$ cat config.mk
export PLATFORM = sky130hd
export DESIGN_NAME = bank_arbiter
export DESIGN_NICKNAME = d
export VERILOG_FILES = /design/src/rtl/bank_arbiter.sv
export SDC_FILE = /design/constraint.sdc
export NUM_CORES = 1
export LEC_CHECK = 0
export CAP_MARGIN = 15
export CORE_AREA = 2 2 99 72
export DETAILED_ROUTE_END_ITERATION = 6
export DIE_AREA = 0 0 101 74
export PLACE_DENSITY_LB_ADDON = 0.12
export SYNTH_ARGS = -nofsm -noshare
export SYNTH_HDL_FRONTEND = slang
export SYNTH_SLANG_ARGS = --single-unit
$ cat constraint.sdc
create_clock -name clk -period 3 [get_ports clk]
set_input_delay 0.6 -clock clk [delete_from_list [all_inputs] [get_ports clk]]
set_output_delay 0.6 -clock clk [all_outputs]
set_load 0.1 [all_outputs]
$ cat src/rtl/bank_arbiter.sv
// ---------------------------------------------------------------------------
// bank_arbiter
//
// Round-robin front end for a single data bank. Several requesters present
// read/write requests over a valid/ready handshake. One request per cycle is
// granted and turned into a registered bank command. Read results come back
// from the bank one cycle after the strobe and are steered to the port that
// issued them.
//
// Pipeline, with the handshake in cycle T:
//   T+1  S1: bank command registers plus read tag {valid, pid}
//   T+2  S2: tag waits while the bank drives bank_data_out
//   T+3  S3: rsp_valid (one-hot) / rsp_data registered
//
// Ports:
//   clk, reset            single clock, synchronous active-high reset
//   req_valid/req_we      per-port request valid and write flag
//   req_addr/req_wdata    per-port payload; port i at [i*REG_SIZE +: REG_SIZE]
//   req_ready             combinational grant, one-hot or zero
//   rsp_valid/rsp_data    read response, one-hot port qualifier, shared data
//   bank_addr/bank_data_in/bank_read_enable/bank_write_enable
//                         registered command to the bank
//   bank_data_out         bank read data, one cycle after the read strobe
// ---------------------------------------------------------------------------
module bank_arbiter #(
  parameter int NUM_PORTS = 4,
  parameter int PID_W     = 2,
  parameter int REG_SIZE  = 8
) (
  input  logic                          clk,
  input  logic                          reset,
  input  logic [NUM_PORTS-1:0]          req_valid,
  input  logic [NUM_PORTS-1:0]          req_we,
  input  logic [NUM_PORTS*REG_SIZE-1:0] req_addr,
  input  logic [NUM_PORTS*REG_SIZE-1:0] req_wdata,
  output logic [NUM_PORTS-1:0]          req_ready,
  output logic [NUM_PORTS-1:0]          rsp_valid,
  output logic [REG_SIZE-1:0]           rsp_data,
  output logic [REG_SIZE-1:0]           bank_addr,
  output logic [REG_SIZE-1:0]           bank_data_in,
  output logic                          bank_read_enable,
  output logic                          bank_write_enable,
  input  logic [REG_SIZE-1:0]           bank_data_out
);

  localparam logic [PID_W-1:0] LAST_ID = PID_W'(NUM_PORTS - 1);

  // Round-robin pointer: id of the most recently granted port.
  logic [PID_W-1:0] last_reg;

  logic [PID_W-1:0] cand;
  logic [PID_W-1:0] grant_id;
  logic             grant_found;
  logic             handshake;
  logic             grant_we;

  // Read tags travelling alongside the command.
  logic             s1_valid_reg;
  logic [PID_W-1:0] s1_pid_reg;
  logic             s2_valid_reg;
  logic [PID_W-1:0] s2_pid_reg;

  logic [REG_SIZE-1:0]  addr_arr  [NUM_PORTS];
  logic [REG_SIZE-1:0]  wdata_arr [NUM_PORTS];
  logic [NUM_PORTS-1:0] pid_onehot;

  // Unpack the flat payload buses and build the response one-hot decoder.
  generate
    for (genvar gi = 0; gi < NUM_PORTS; gi++) begin : g_port
      assign addr_arr[gi]   = req_addr[gi*REG_SIZE +: REG_SIZE];
      assign wdata_arr[gi]  = req_wdata[gi*REG_SIZE +: REG_SIZE];
      assign pid_onehot[gi] = (s2_pid_reg == PID_W'(gi));
    end
  endgenerate

  // Search last+1, last+2, ... with wrap. The candidate walks the ring one
  // step per iteration, so no modulo on a non-power-of-two count is needed.
  // The last iteration revisits last itself, so a lone requester that was
  // also the previous winner is still granted.
  always_comb begin
    cand        = last_reg;
    grant_id    = last_reg;
    grant_found = 1'b0;
    for (int k = 0; k < NUM_PORTS; k++) begin
      cand = (cand == LAST_ID) ? '0 : cand + 1'b1;
      if (!grant_found && req_valid[cand]) begin
        grant_found = 1'b1;
        grant_id    = cand;
      end
    end
  end

  assign handshake = grant_found && !reset;
  assign grant_we  = req_we[grant_id];

  always_comb begin
    req_ready = '0;
    if (handshake) begin
      req_ready[grant_id] = 1'b1;
    end
  end

  always_ff @(posedge clk) begin
    if (reset) begin
      last_reg          <= LAST_ID;
      bank_addr         <= '0;
      bank_data_in      <= '0;
      bank_read_enable  <= 1'b0;
      bank_write_enable <= 1'b0;
      s1_valid_reg      <= 1'b0;
      s1_pid_reg        <= '0;
      s2_valid_reg      <= 1'b0;
      s2_pid_reg        <= '0;
      rsp_valid         <= '0;
      rsp_data          <= '0;
    end else begin
      // S1: strobes are one-shot; address and data hold when idle.
      bank_read_enable  <= handshake && !grant_we;
      bank_write_enable <= handshake && grant_we;
      s1_valid_reg      <= handshake && !grant_we;
      s1_pid_reg        <= grant_id;
      if (handshake) begin
        last_reg     <= grant_id;
        bank_addr    <= addr_arr[grant_id];
        bank_data_in <= wdata_arr[grant_id];
      end

      // S2: tag lines up with bank_data_out.
      s2_valid_reg <= s1_valid_reg;
      s2_pid_reg   <= s1_pid_reg;

      // S3: capture the bank result and tag it with the issuing port.
      rsp_valid <= s2_valid_reg ? pid_onehot : '0;
      if (s2_valid_reg) begin
        rsp_data <= bank_data_out;
      end
    end
  end

endmodule

==> results of run 1 <==
-- kinds of logic after synthesis --
logic type / after synthesis / share of synthesized area
multiplexers: 37 / 0.158
flip-flops: 37 / 0.316
adder cells (fa/ha/maj): 1 / 0.00533
AO/OA/AOI/OAI: 56 / 0.240
AND/OR/NAND/NOR: 85 / 0.203
XOR/XNOR: 2 / 0.00746
buffers and inverters: 27 / 0.0704
-- worst min-delay path by stage --
stage | from | to | slack (ps) | depth (start not counted)
finish | s1_pid_reg[0] | s2_pid_reg[0] | 460 | 1
global route | s1_pid_reg[0] | s2_pid_reg[0] | 470 | 1
CTS | s1_pid_reg[0] | s2_pid_reg[0] | 450 | 1
detailed placement | s1_pid_reg[0] | s2_pid_reg[0] | 430 | 1
global placement | s1_pid_reg[0] | s2_pid_reg[0] | 420 | 1
floorplan | s1_pid_reg[0] | s2_pid_reg[0] | 410 | 1
-- layout by cell type, fill, tap and decap left out, types with 4 or more instances in the layout --
cell type        count
clkdlybuf4s50_1     77
buf_4               75
mux2i_1             36
dfxtp_1             35
nand2_1             23
nor2_1              14
o221ai_2             8
o211ai_1             7
nor2b_1              6
nand4_1              6
o31ai_1              6
a2111o_1             6
clkbuf_8             5
buf_12               5
and4_1               4
nor2_4               4
dlygate4sd2_1        4
-- layer usage --
metal | share of wire | wire [um] | track usage | vias to the layer above
li1 | - | - | - | 1229
met1 | 0.45 | 3310 | 0.254 | 1148
met2 | 0.46 | 3390 | 0.300 | 106
met3 | 0.081 | 597 | 0.0555 | 6
met4 | 0.0075 | 55 | 0.0420 | 0
met5 | 0 | 0 | 0 | -
-- per-stage QoR --
stage	area [um^2]	setup TNS [ps]	instances
after floorplan	2400	-558	245
after global placement	3770	-846	458
after detailed placement	3770	-1060	458
after CTS	4030	-141	473
after global routing	4100	-335	476
final	4100	-29.8	476
-- what timing repair did --
action                     4_1_cts  5_1_grt
resized for setup               18        9
gates cloned                     1        0
setup endpoints to repair        4        4
setup buffers                    6        3
pin swaps                        9       10
-- critical path, cell delays in order --
cell and delay, ps:
dlygate4sd2_1 270, buf_6 140, or2_1 220, o32a_4 250
buf_4 150, and3_2 230, nor3_4 200, buf_12 150
nor2_4 40, buf_12 160
-- final cells by class --
type,count,area [um^2]
sequential,37,743
fill,568,2470
tap,81,101
clock buffer,5,68.8
multi-input combinational,181,1580
inverter,4,15.0
timing repair buffer,165,1520
clock inverter,3,68.8
-- power groups by stage --
stage / Clock [W] / Sequential [W] / Combinational, W
3_5_place_dp: 0 / 0.000738 / 0.00393
2_1_floorplan: 0 / 0.00146 / 0.00221
6_report: 0.000532 / 0.000731 / 0.00426
3_3_place_gp: 0 / 0.000737 / 0.00390
4_1_cts: 0.000542 / 0.000732 / 0.00415
5_1_grt: 0.000557 / 0.000748 / 0.00448
==> impl_metrics.ini, run 1 <==
[run_status]
outcome = complete, but fails checks
violations = negative setup slack

[timing]
hold_violations = 0
relSlewSlack = 0.633
clock_skew_ps = 12.1
fin_crit_sh = 1.00
worst_pin_slew_ps = 549
setup_viol = 3
whs_ps = 456
drv_slew = 0
fin_crit_ps = 3010
rsz0062_at_grt = yes
fmaxAchievable_ghz = 0.332
fin_ws_ps = -13.0

[power_and_ir_drop]
vdd_drop_max_mv = 0.649
p_int_w = 0.00274
p_switching_w = 0.00278
p_per_area_nw_per_um2 = 1350
p_comb_frac = 0.771
swShare = 0.503
p_leak_nw = 1.71
power_w = 0.00552
clockPowerShare = 0.096
seqPwrFrac = 0.133

[cts]
hold_buffers = 0
clockBufferDepth = 2
clk_latency_ps = 300
tritoncts = done
htreeDepth = 2
cts.sinks = 37
cts_root_buffer = clkbuf_8
path_clk_slew_ps = 80
numCtsBuffers = 5

[global_route]
grt_pass1_wl_um = 11100
overflow = 0
grt_max_degree = 22
antenna_found_initial = 0
first_global_vias = 2305
grt_usage = 0.188

[routing]
drt_iter0_drc = 57
drt_pass1_iterations = 4
drcViolationCount = 0
finalWirelength_um = 7350
wl_per_cell_um = 15.4
via_count = 2489
viasPerCell = 5.23
ant_nets = 0

[floorplan]
io_pins = 116
start_util = 0.357
fp.dieArea_um2 = 7470
die_x_um = 101
fp.dieH_um = 74
num_rows = 25
core_um2 = 6570

[synth]
ys_seq_area_frac = 0.316
synthTopCellsByCount = dfxtp_1 (37), mux2i_1 (36), nand2_1 (23)
synthFlopType = dfxtp_1
synth_area_um2 = 2350
yosys.area.top_type = dfxtp_1
syn_inst = 245
syn_nets = 328
avgSynthCellArea_um2 = 9.58
ys_ff_latch = 37
synthArstFlopShare = 0
synth_edf_count = 0
ys_types = 61
synth_top_area_share = 0.316
yosysMostFrequentCell = dfxtp_1
synth_area_leaders = dfxtp_1 (32%), mux2i_1 (15%), o221ai_2 (5.1%)
yosys_warnings = 0

[final_layout]
top_regs = bank_addr x8, bank_data_in x8, rsp_data x8
antenna_cells = 0
drive_above_1_share = 0.342
area_growth_pct = 74.5
fin_util = 0.624
nNetsFinal = 477

[worst_setup_path]
cp.arrival_ps = 2410
critPathKind = in2out
worstSetupStartpointType = input port
critPathLaunch = req_valid[2]
worstPathRequired_ps = 2400
reg2reg_slack_ps = 370
crit_end = req_ready[3]
r2r_end = bank_addr[1]
r2r_start = last_reg[1]
end_kind = output pin
reg2reg_depth = 11
path_max_fanout = 6

[min_path]
min_path_type = reg2reg

[placement]
dpl.hpwl_um = 5540
portBuffers = 115
gp_congestion = 0.841
post-place-ws_ps = -240

[flow_run]
drv_cap = 0
(Power assumes the default switching activity.)
==> run 2: changes to the inputs <==
--- a/config.mk
+++ b/config.mk
@@ -9,6 +9,7 @@
 export CORE_AREA = 2 2 99 72
 export DETAILED_ROUTE_END_ITERATION = 6
 export DIE_AREA = 0 0 101 74
+export MAX_ROUTING_LAYER = met4
 export PLACE_DENSITY_LB_ADDON = 0.12
 export SYNTH_ARGS = -nofsm -noshare
 export SYNTH_HDL_FRONTEND = slang
==> impl_metrics.ini, run 2 (synthesis gave the netlist of run 1 again) <==
[routing]
drt_iter0_drc = 61
via_count = 2480
drt_pass1_iterations = 4
ant_nets = 0
wl_per_cell_um = 15.5
drcViolationCount = 0
viasPerCell = 5.23
finalWirelength_um = 7360

[cts]
tritoncts = done
clockBufferDepth = 2
hold_buffers = 0
htreeDepth = 2
cts.sinks = 37
cts_root_buffer = clkbuf_8
clk_latency_ps = 300
path_clk_slew_ps = 80
numCtsBuffers = 5

[power_and_ir_drop]
seqPwrFrac = 0.136
vdd_drop_max_mv = 0.617
p_int_w = 0.00268
swShare = 0.507
p_per_area_nw_per_um2 = 1340
p_switching_w = 0.00276
p_comb_frac = 0.767
p_leak_nw = 1.68
clockPowerShare = 0.098

[worst_setup_path]
crit_end = req_ready[2]
worst_path_max_delay_cell = dfxtp_4
critPathLaunch = last_reg[1]
cp.arrival_ps = 2470
reg2reg_depth = 11
reg2reg_slack_ps = 280
path_cells = ha_4, buf_6, inv_2, o32a_4, buf_4, buf_4, a21bo_2, nand3_1, nor2_4, buf_12
cpPeakStageDelay_ps = 360
r2r_start = last_reg[1]
path_delay_family = buffers and inverters
critical_path_buf_inv_count = 5
crit_top_cell = buf_4
worstSetupStartpointType = flip-flop
path_max_fanout = 7
critPathKind = reg2out
r2r_end = bank_write_enable
cp.depth = 10
worstPathRequired_ps = 2400
end_kind = output pin

[timing]
fmaxAchievable_ghz = 0.326
clock_skew_ps = 6.34
worst_pin_slew_ps = 580
rsz0062_at_grt = yes
drv_slew = 0
relSlewSlack = 0.613
fin_crit_ps = 3070
setup_viol = 4
fin_crit_sh = 1.02
fin_ws_ps = -66.9
hold_violations = 0
whs_ps = 446

[flow_run]
drv_cap = 0

[placement]
dpl.hpwl_um = 5610
portBuffers = 115
gp_congestion = 0.861

[floorplan]
num_rows = 25
start_util = 0.357
die_x_um = 101
io_pins = 116
core_um2 = 6570
fp.dieArea_um2 = 7470
fp.dieH_um = 74

[global_route]
grt_max_degree = 22
grt_usage = 0.204
overflow = 0
first_global_vias = 2347
antenna_found_initial = 0
grt_pass1_wl_um = 11600

[final_layout]
drive_above_1_share = 0.321
top_regs = bank_addr x8, bank_data_in x8, rsp_data x8
final_cell_mix = clkdlybuf4s50_1 (77), buf_4 (71), mux2i_1 (36), dfxtp_1 (35), nand2_1 (23)
layout_commonest_cell = clkdlybuf4s50_1
nNetsFinal = 475
area_growth_pct = 72.9
fin_util = 0.618
nFillCells = 572
antenna_cells = 0

[min_path]
hp-start = s1_pid_reg[1]
min_path_type = reg2reg

[run_status]
outcome = complete, but fails checks
violations = negative setup slack
[run 2: cell count changes in the layout (fill, tap and decap cells not counted), sizes merged]
cell and change:
buf -2
[run 2: per-layer routing]
metal,wire (um),GRT usage,up-vias,part of all wire
met4,96,0.0676,0,0.013
met2,3310,0.301,109,0.45
met5,0,-,-,0
met3,538,0.0451,10,0.073
li1,-,-,1227,-
met1,3420,0.277,1134,0.46
[run 2: worst reg2reg max path, cell delays in order (launching register included)]
cell and delay, ps:
dfxtp_4 360, ha_4 290, buf_6 140, xor2_4 190, o32a_4 190, buf_4 120
buf_4 120, a21bo_2 130, nand3_1 230, buf_4 230, a2111oi_2 440, nor3_1 130
[run 2: per-stage QoR]
step	instance area [um^2]	power [W]	TNS (ps)	setup slack [ps]	std cells
final	4060	0.00544	-217	-66.9	474
after global routing	4060	0.00574	-635	-173	474
after CTS	4020	0.00537	-332	-90.8	474
after floorplan	2400	0.00367	-558	-192	245
after global placement	3760	0.00464	-1020	-238	457
after detailed placement	3760	0.00467	-1400	-269	457
[run 2: worst min path at each step]
stage                    endpoint  slack [ps]  depth (start not counted)
finish              s2_pid_reg[1]         450                          1
global route        s2_pid_reg[1]         470                          1
CTS                 s2_pid_reg[1]         450                          1
detailed placement  s2_pid_reg[1]         430                          1
global placement    s2_pid_reg[0]         420                          1
floorplan           s2_pid_reg[0]         410                          1
[run 2: power by group through the flow]
stage	registers (W)	clock network [W]	logic [W]
floorplan	0.00146	0	0.00221
global placement	0.000736	0	0.00390
detailed placement	0.000739	0	0.00393
CTS	0.000734	0.000544	0.00409
global route	0.000755	0.000564	0.00442
finish	0.000738	0.000532	0.00417
[run 2: area by class of cell]
class	instances	area, um^2	area share
multi-input cells	181	1570	0.386
clock buffers	5	68.8	0.0170
well taps	81	101	0.0250
repair buffers	163	1490	0.368
clock inverters	3	68.8	0.0170
inverters	4	15.0	0.00370
flip-flops and latches	37	746	0.184
[run 2: timing repair]
item,4_1_cts,5_1_grt
pin swaps,12,7
cloned,2,0
endpoints found under the setup margin,4,4
buffers inserted,7,0
resized for setup,14,7
